--- src/rtl/alu_issue_ctrl.sv ---
// Issue controller between register-file read and write-back. It decodes one MIPS
// instruction per handshake, drives the ALU operands for one cycle, then holds the result.
module alu_issue_ctrl #(
  parameter int DATA_W    = 32,
  parameter int RF_ADDR_W = 5
) (
  input  logic                 clk,
  input  logic                 rst,
  input  logic                 instr_valid,
  output logic                 instr_ready,
  input  logic [31:0]          instr,
  input  logic [DATA_W-1:0]    rs_val,
  input  logic [DATA_W-1:0]    rt_val,
  output logic [DATA_W-1:0]    alu_a,
  output logic [DATA_W-1:0]    alu_b,
  output logic [3:0]           alu_op,
  input  logic [DATA_W-1:0]    alu_result,
  input  logic                 alu_zero,
  output logic                 wb_valid,
  input  logic                 wb_ready,
  output logic [DATA_W-1:0]    wb_data,
  output logic [RF_ADDR_W-1:0] wb_reg,
  output logic                 wb_en,
  output logic                 br_taken,
  output logic                 illegal
);

  localparam logic [3:0] OP_AND = 4'b0000;
  localparam logic [3:0] OP_OR  = 4'b0001;
  localparam logic [3:0] OP_ADD = 4'b0010;
  localparam logic [3:0] OP_SUB = 4'b0110;
  localparam logic [3:0] OP_SLT = 4'b0111;
  localparam logic [3:0] OP_NOR = 4'b1100;

  typedef enum logic [1:0] {S_IDLE, S_EXEC, S_WB} state_t;
  typedef enum logic [1:0] {BR_NONE, BR_EQ, BR_NE} br_kind_t;

  state_t   state;
  br_kind_t br_kind;

  logic [5:0]  opcode;
  logic [5:0]  funct;
  logic [15:0] imm;
  logic [DATA_W-1:0] imm_sext;
  logic [DATA_W-1:0] imm_zext;

  assign opcode   = instr[31:26];
  assign funct    = instr[5:0];
  assign imm      = instr[15:0];
  assign imm_sext = {{(DATA_W-16){imm[15]}}, imm};
  assign imm_zext = {{(DATA_W-16){1'b0}}, imm};

  // rs index and shamt are not needed here: rs_val arrives already read.
  logic unused_fields;
  assign unused_fields = ^{instr[25:21], instr[10:6]};

  logic [3:0]           dec_op;
  logic [DATA_W-1:0]    dec_b;
  logic [RF_ADDR_W-1:0] dec_reg;
  logic                 dec_en;
  logic                 dec_ill;
  br_kind_t             dec_br;

  always_comb begin
    dec_op  = OP_ADD;
    dec_b   = rt_val;
    dec_reg = instr[20:16];
    dec_en  = 1'b0;
    dec_ill = 1'b0;
    dec_br  = BR_NONE;
    case (opcode)
      6'h00: begin
        dec_reg = instr[15:11];
        dec_en  = 1'b1;
        case (funct)
          6'h20:   dec_op = OP_ADD;
          6'h22:   dec_op = OP_SUB;
          6'h24:   dec_op = OP_AND;
          6'h25:   dec_op = OP_OR;
          6'h27:   dec_op = OP_NOR;
          6'h2A:   dec_op = OP_SLT;
          default: dec_ill = 1'b1;
        endcase
      end
      6'h08: begin dec_op = OP_ADD; dec_b = imm_sext; dec_en = 1'b1; end
      6'h0A: begin dec_op = OP_SLT; dec_b = imm_sext; dec_en = 1'b1; end
      6'h0C: begin dec_op = OP_AND; dec_b = imm_zext; dec_en = 1'b1; end
      6'h0D: begin dec_op = OP_OR;  dec_b = imm_zext; dec_en = 1'b1; end
      6'h23: begin dec_op = OP_ADD; dec_b = imm_sext; dec_en = 1'b1; end
      6'h2B: begin dec_op = OP_ADD; dec_b = imm_sext; dec_en = 1'b0; end
      6'h04: begin dec_op = OP_SUB; dec_br = BR_EQ; end
      6'h05: begin dec_op = OP_SUB; dec_br = BR_NE; end
      default: dec_ill = 1'b1;
    endcase
    // Illegal instructions still present a known-good op so the ALU never sees an undefined code.
    if (dec_ill) begin
      dec_op  = OP_ADD;
      dec_en  = 1'b0;
      dec_br  = BR_NONE;
      dec_reg = '0;
    end
  end

  always_ff @(posedge clk) begin
    if (rst) begin
      state       <= S_IDLE;
      br_kind     <= BR_NONE;
      instr_ready <= 1'b1;
      alu_a       <= '0;
      alu_b       <= '0;
      alu_op      <= OP_ADD;
      wb_valid    <= 1'b0;
      wb_data     <= '0;
      wb_reg      <= '0;
      wb_en       <= 1'b0;
      br_taken    <= 1'b0;
      illegal     <= 1'b0;
    end else begin
      case (state)
        S_IDLE: begin
          if (instr_valid && instr_ready) begin
            alu_a       <= rs_val;
            alu_b       <= dec_b;
            alu_op      <= dec_op;
            wb_reg      <= dec_reg;
            wb_en       <= dec_en;
            br_kind     <= dec_br;
            illegal     <= dec_ill;
            br_taken    <= 1'b0;
            wb_data     <= '0;
            instr_ready <= 1'b0;
            if (dec_ill) begin
              wb_valid <= 1'b1;
              state    <= S_WB;
            end else begin
              state    <= S_EXEC;
            end
          end
        end
        S_EXEC: begin
          wb_data <= alu_result;
          case (br_kind)
            BR_EQ:   br_taken <= alu_zero;
            BR_NE:   br_taken <= ~alu_zero;
            default: br_taken <= 1'b0;
          endcase
          wb_valid <= 1'b1;
          state    <= S_WB;
        end
        S_WB: begin
          if (wb_ready) begin
            wb_valid    <= 1'b0;
            instr_ready <= 1'b1;
            state       <= S_IDLE;
          end
        end
        default: begin
          state       <= S_IDLE;
          instr_ready <= 1'b1;
          wb_valid    <= 1'b0;
        end
      endcase
    end
  end

endmodule

--- config.mk ---
export PLATFORM = sky130hd
export DESIGN_NAME = alu_issue_ctrl
export DESIGN_NICKNAME = d
export VERILOG_FILES = /design/src/rtl/alu_issue_ctrl.sv
export SDC_FILE = /design/constraint.sdc
export NUM_CORES = 1
export LEC_CHECK = 0
export ABC_AREA = 1
export BUFFER_PORTS_ARGS = -buffer_cell sky130_fd_sc_hd__buf_4
export CAP_MARGIN = 20
export CORE_MARGIN = 10
export CORE_UTILIZATION = 36
export CTS_CLUSTER_DIAMETER = 30
export DETAILED_ROUTE_END_ITERATION = 10
export PLACE_DENSITY = 0.67
export SYNTH_ARGS = -nofsm -noshare
export SYNTH_HDL_FRONTEND = slang
export SYNTH_SLANG_ARGS = --single-unit
--- constraint.sdc ---
create_clock -name clk -period 1.8 [get_ports clk]
set_input_delay 0.36 -clock clk [delete_from_list [all_inputs] [get_ports clk]]
set_output_delay 0.36 -clock clk [all_outputs]
set_load 0.05 [all_outputs]
# Yosys cells after proc, flatten, opt, wreduce, memory -nomap -nowiden
# Index checks and enable logic that the tools add are counted.
[totals] reg_bits=114 in_bits=133 output_inout_bits=110 wordCells=77
[op_classes] n_eq_ne=21 muxes=27 bitwise=2 reduce_logical=15
[op_table] operator="$pmux 32 s2" count=2
[op_table] operator="$eq 6x6->1 const B" count=8
[op_table] operator="$pmux 4 s5" count=2
[op_table] operator="$mux 32" count=1
[op_table] operator="$eq 6x4->1 const B" count=4
[op_table] operator="$eq 6x3->1 const B" count=2
[op_table] operator="$reduce_or 6->1" count=2
[op_table] operator="$mux 5" count=2
[op_table] operator="$mux 1" count=8
[op_table] operator="$mux 2" count=4
[op_table] operator="$reduce_or 8->1" count=1
[op_table] operator="$logic_not 6->1" count=1
[op_table] operator="$ne 2x2->1 const B" count=3
[op_table] operator="$pmux 1 s2" count=3
[op_table] operator="$pmux 1 s3" count=2
[op_table] operator="$pmux 2 s3" count=1
[op_table] operator="$reduce_and 2->1" count=3
[op_table] operator="$reduce_and 3->1" count=2
[op_table] operator="$eq 2x1->1 const B" count=2
[op_table] operator="$eq 2x2->1 const B" count=2
[op_table] operator="$mux 4" count=1
[op_table] operator="$pmux 2 s2" count=1
[op_table] operator="$reduce_or 2->1" count=2
[op_table] operator="$reduce_or 4->1" count=1
[op_table] operator="4 further kinds" count=5

# Longest topological paths before layout
# Gate-level depths: netlist of the first run.
[depth] word_depth=7 ltp_mapped=12

# Least setup slack after synthesis of the first run
# No wires, ideal clock.
[synth_timing] path_type="flip-flop to flip-flop" from="register instr_ready" to="register alu_op[1]" setup_ps=122 arrival_ps=1501 t_required_ps=1678 setup_slack_ps=177 path_stages_with_launch=8 n_path_buf=2 path_cell_list="dfxtp_1 -> nand3_1 -> nor2_2 -> buf_4 -> buf_2 -> nand3_1 -> o21ai_0 -> nand2_1"
[synth_via] elab_chain_len=2
[synth_lines] item="from (decl)" line="10" source="output logic instr_ready,"
[synth_lines] item="from (signal assigned)" line="108" source="instr_ready <= 1'b1;"
[synth_lines] item="from (signal assigned)" line="131" source="instr_ready <= 1'b0;"
[synth_lines] item="from (signal assigned)" line="153" source="instr_ready <= 1'b1;"
[synth_lines] item="$logic_and 1x1->1" line="121" source="if (instr_valid && instr_ready) begin"
[synth_lines] item="$reduce_and 2->1 (no line)"
[synth_lines] item="to (signal assigned)" line="124" source="alu_op <= dec_op;"
[synth_lines] item="to (decl)" line="16" source="output logic [3:0] alu_op,"
# Every way passes these cells.
# A chain may end at the register's enable or synchronous reset.

# Final worst setup path of the first run
[layout_timing] from="register state[1]" to="register alu_op[2]"
[layout_via] elab_chain_len=2
[layout_lines] item="from (decl)" line="38" source="state_t state;"
[layout_lines] item="from (signal assigned)" line="106" source="state <= S_IDLE;"
[layout_lines] item="from (signal assigned)" line="134" source="state <= S_WB;"
[layout_lines] item="from (signal assigned)" line="136" source="state <= S_EXEC;"
[layout_lines] item="$logic_not 2->1" line="119" source="case (state)"
[layout_lines] item="$reduce_and 2->1 (no line)"
# Every way passes these cells.

==> impl_metrics.ini, run 1 <==
[setup_path]
arrival_ps = 1910
required_ps = 2140
rrSetupSlack_ps = 230
cp-end-kind = flop
worst_setup_path_start_kind = flop
path_class = reg2reg
critPathMaxStageDelay_ps = 400
crit_chain = inv_2 > nand3_1 > nor2_4 > buf_4 > o21ai_0 > a21oi_1
slowest_stage = buf_4
worstPathMaxFanout = 39

[placed_design]
placedCellCount = 979
placed_area_mm2 = 0.00643
port_buffers = 237
dp_hpwl_mm = 12.1
dp_worst_setup_slack_ps = 63.3
routabilityCongestion = 0.791

[yosys]
syn_area_mm2 = 0.00448
syn_nets = 732
yosysSeqAreaShare = 0.509
synth_edf_count = 0
yosysTopAreaCell = dfxtp_1
async_flop_share = 0
syn_area_per_cell_um2 = 7.48
yosys-top-cells-count = 125 x nand2_1, 114 x dfxtp_1, 100 x nor2_1, 89 x a21oi_1, 73 x o21ai_0
synthDistinctLibCells = 27
yosysTopAreaCellShare = 0.509
synthCells = 599
yosys-top-cells-area = dfxtp_1 51%, nand2_1 10%, a21oi_1 9.9%, nor2_1 8.4%, o21ai_0 8.1%
ys_seq_elements = 114
yosysMostFrequentCell = nand2_1
synthFlopType = dfxtp_1
synth_warnings = 0

[route]
antenna_left = 0
wl_per_cell_um = 16.1
avgViaCountPerCell = 4.82
drc = 0
num_vias = 4868
totalWireLength_mm = 16.3
dr.pass1.iters = 5
drt_iter0_drc = 226

[timing]
maxSlewViolCount = 0
hold_viol_final = 0
setup_ws_ps = 234
period_share = 0.870
rsz0062_at_grt = no
fmax_mhz = 639
relSlewSlack = 0.612
final.setup.tns_ps = 0
finalSetupViolCount = 0
period_needed_ps = 1570
finClkSkew_ps = 4.91
worst_pin_slew_ps = 581

[finish]
diodes = 0
nets = 963
finalNonFillerCells = 1011
final_area_mm2 = 0.00705
layout-drive-gt1-share = 0.358
top_regs = alu_a (32), alu_b (32), wb_data (32)
syn2layout_area_growth_pct = 57.2

[clock_network]
cts_max_level = 4
cts_root_buf = clkbuf_16
hold_buffers = 0
clk_latency_ps = 410
cts.clk_slew.worst_paths_ps = 50
cts_resized = 0
cts_tree = yes
clock_sinks = 114
postCtsSetupBuffers = 0
clk_path_buf_depth = 2
numCtsBuffers = 17

[die]
die_y_um = 132
initial_core_util = 0.370
core_mm2 = 0.0121
io_pins = 243
fp.dieW_um = 132
die_area_mm2 = 0.0173
num_rows = 40

[grt]
grt_pass1_vias = 4899
grt_use_total = 0.183
overflow = 0
grt_first_pass_wirelength_mm = 26.2
grt_start_max_net_pins = 67
grt_antenna_before_repair = 0

[status]
status = complete, no violations

[power]
powerDensity_mw_per_mm2 = 1280
power.total_mw = 9.04
p_leak_nw = 3.33
ir_worst_vdd_mv = 0.767

[hold_path]
worst_hold_path_type = in2reg

[flow_run]
cap_violations = 0
-- metal layers --
metal	up-vias	routed length, um	track usage
met4	0	314	0.0674
li1	2430	-	-
met5	-	0	0
met1	2208	6690	0.204
met3	26	1720	0.0979
met2	204	7540	0.291
-- cell families (layout without fill, tap and decap cells) --
family	Yosys count	after routing	share of synthesized area
AO/OA/AOI/OAI	165	165	0.186
AND/OR/NAND/NOR	262	262	0.246
buffers and inverters	58	302	0.0589
flip-flops	114	114	0.509
-- worst max-delay path, delay by kind of cell (launching register included) --
kind            cells  cell delay, ps
compound gates      2             350
simple gates        2             290
buf+inv             2             500
flops               1             350
-- report_power, final --
part	leakage (nW)	switching, mW	internal (mW)
Sequential	0.934	0.154	2.82
Clock	0.307	1.14	2.32
Combinational	2.09	1.80	0.816
-- cells in the final DEF (no fill, tap or decap) --
cell type	synthesis	layout
nand3_2	1	1
buf_12	0	3
buf_4	5	246
nor2_1	100	99
clkinv_1	1	1
inv_1	12	12
clkbuf_16	0	17
inv_4	1	1
or2_2	1	1
inv_2	6	6
nand3_4	2	2
nor3_1	1	1
bufinv_16	0	3
o211ai_1	2	2
clkinv_2	0	4
clkbuf_1	15	2
o21ai_0	73	73
nand3b_1	1	1
nor2_4	2	3
clkinv_4	1	3
nand2_1	125	125
clkbuf_8	0	4
nand4_1	6	6
a21oi_1	89	89
nand2_4	2	2
nand2_2	4	4
a21oi_2	1	1
dfxtp_1	114	114
nand3_1	16	16
nor2_2	1	1
-- area by class of cell --
cell class                 count  area, um^2
fill                        1144        5070
sequential                   114        2280
multi-input combinational    427        1940
timing repair buffer         249        1910
clock buffer                  23         488
tap                          168         210
clock inverter                 9         128
inverter                      21        86.3
-- per-stage QoR --
step           hold slack [ps]  utilization
2_1_floorplan              444            -
3_3_place_gp               448        0.531
3_5_place_dp               454        0.531
4_1_cts                    155        0.582
5_1_grt                    169        0.582
6_report                   171        0.582
-- worst paths after layout --
path / endpoint / startpoint / cells after the start
setup reg to reg: alu_op[2]$_SDFFE_PP0P_ / state[1]$_SDFFE_PP0P_ / 6
setup / recovery: alu_op[2]$_SDFFE_PP0P_ / state[1]$_SDFFE_PP0P_ / 6
hold reg to reg: wb_data[12]$_SDFFE_PP0P_ / wb_data[12]$_SDFFE_PP0P_ / 2
hold / removal: alu_a[9]$_SDFFE_PP0P_ / rs_val[9] / 3
(Power assumes the default switching activity.)
==> run 2, diff against run 1 <==
--- a/config.mk
+++ b/config.mk
@@ -12,6 +12,7 @@
 export CORE_UTILIZATION = 36
 export CTS_CLUSTER_DIAMETER = 30
 export DETAILED_ROUTE_END_ITERATION = 10
+export MAX_ROUTING_LAYER = met4
 export PLACE_DENSITY = 0.67
 export SYNTH_ARGS = -nofsm -noshare
 export SYNTH_HDL_FRONTEND = slang
==> constraint.sdc (replaced) <==
create_clock -name clk -period 1.85 [get_ports clk]
set_input_delay 0.37 -clock clk [delete_from_list [all_inputs] [get_ports clk]]
set_output_delay 0.37 -clock clk [all_outputs]
set_load 0.05 [all_outputs]
==> impl_metrics.ini, run 2 (same netlist as run 1, synthesis figures left out) <==
[timing]
holdWs_ps = 179
final.setup.tns_ps = 0
rsz0062_at_grt = no
relSlewSlack = 0.608
finalSetupViolCount = 0
finClkSkew_ps = 6.81
setup_ws_ps = 355
period_needed_ps = 1500
maxSlewViolCount = 0
period_share = 0.808
worst_pin_slew_ps = 587
hold_viol_final = 0
fmax_mhz = 669

[setup_path]
worst-path-stages = 6
crit_chain = inv_2 > nand3_1 > nor2_4 > buf_4 > o21ai_0 > a21oi_1
worst_setup_path_start_kind = flop
rrSetupSlack_ps = 350
critPathMaxStageDelay_ps = 350
arrival_ps = 1830
slowest_stage = dfxtp_1
cp_top_family = buffers and inverters
rr_startpoint = state[1]$_SDFFE_PP0P_
cp-end-kind = flop
regToRegEndpoint = alu_op[2]$_SDFFE_PP0P_
startpoint = state[1]$_SDFFE_PP0P_
cp-endpoint = alu_op[2]$_SDFFE_PP0P_
worstPathMaxFanout = 29
path_class = reg2reg
cp_num_buf_inv = 2
ff2ff_path_depth = 6
required_ps = 2190

[grt]
grt_start_max_net_pins = 67
grt_pass1_vias = 5048
grt_first_pass_wirelength_mm = 26.1
overflow = 0
grt_antenna_before_repair = 0
grt_use_total = 0.190

[clock_network]
clk_path_buf_depth = 2
cts_resized = 0
cts_root_buf = clkbuf_16
clk_latency_ps = 410
clock_sinks = 114
postCtsSetupBuffers = 0
cts.clk_slew.worst_paths_ps = 50
hold_buffers = 0
cts_tree = yes
cts_max_level = 4
numCtsBuffers = 17

[die]
die_y_um = 132
core_mm2 = 0.0121
fp.dieW_um = 132
initial_core_util = 0.370
io_pins = 243
die_area_mm2 = 0.0173
num_rows = 40

[placed_design]
dp_worst_setup_slack_ps = 85.5
routabilityCongestion = 0.795
port_buffers = 237
dp_hpwl_mm = 12.2

[power]
net-switching-power_mw = 3.03
power_frac_comb = 0.284
powerDensity_mw_per_mm2 = 1270
ir_worst_vdd_mv = 0.713
intPower_mw = 5.97
power_frac_clock = 0.395
p_seq_frac = 0.321
p_leak_nw = 3.35
swShare = 0.336

[route]
drt_iter0_drc = 244
avgViaCountPerCell = 4.81
wl_per_cell_um = 16.2
antenna_left = 0
dr.pass1.iters = 4
totalWireLength_mm = 16.4
num_vias = 4869
drc = 0

[hold_path]
hp-start = rs_val[3]
worst_hold_path_type = in2reg
hold_depth = 3

[finish]
top_regs = alu_a (32), alu_b (32), wb_data (32)
final_common_cell = buf_4
nets = 965
diodes = 0
syn2layout_area_growth_pct = 58.2
layout-drive-gt1-share = 0.361
layout_common_cells = 248 x buf_4, 125 x nand2_1, 114 x dfxtp_1

[status]
status = complete, no violations

[flow_run]
cap_violations = 0
==> run 2: worst min-delay path by stage <==
| stage | slack (ps) | end |
|---|---|---|
| 2_1_floorplan | 440 | br_kind[1]$_SDFFE_PP0P_ |
| 3_3_place_gp | 450 | wb_data[9]$_SDFFE_PP0P_ |
| 3_5_place_dp | 450 | wb_data[23]$_SDFFE_PP0P_ |
| 4_1_cts | 160 | alu_a[1]$_SDFFE_PP0P_ |
| 5_1_grt | 170 | alu_a[11]$_SDFFE_PP0P_ |
| 6_report | 180 | alu_a[3]$_SDFFE_PP0P_ |
==> run 2: tightest hold or removal path: stages <==
cell and delay [ps]:
buf_4 80, nor2_1 30, nor2_1 80
==> run 2: power groups by stage <==
stage	combinational (mW)	clock [mW]	sequential [mW]
2_1_floorplan	0.684	0	3.87
3_3_place_gp	2.53	0	2.92
3_5_place_dp	2.57	0	2.93
4_1_cts	2.58	3.62	2.89
5_1_grt	2.73	3.75	2.92
6_report	2.55	3.55	2.89
==> run 2: layer usage <==
layer  routed length [um]  vias up  track usage
li1                     -     2433            -
met1                 6980     2225        0.208
met2                 7800      190        0.298
met3                 1360       21       0.0816
met4                  307        0       0.0766
met5                    0        -            -
==> run 2: through the flow <==
step / std cells / utilization / area (um^2) / power, mW
global placement: 981 / 0.532 / 6440 / 5.45
floorplan: 599 / - / 4480 / 4.55
global route: 1013 / 0.586 / 7090 / 9.40
CTS: 1013 / 0.586 / 7090 / 9.09
detailed placement: 981 / 0.532 / 6440 / 5.50
finish: 1013 / 0.586 / 7090 / 8.99
==> run 2: final cells by class <==
class	count	area, um^2
fillers	1120	5020
flip-flops and latches	114	2280
multi-input cells	427	1940
repair buffers	251	1920
clock buffers	23	498
well taps	168	210
clock inverters	9	150
inverters	21	86.3
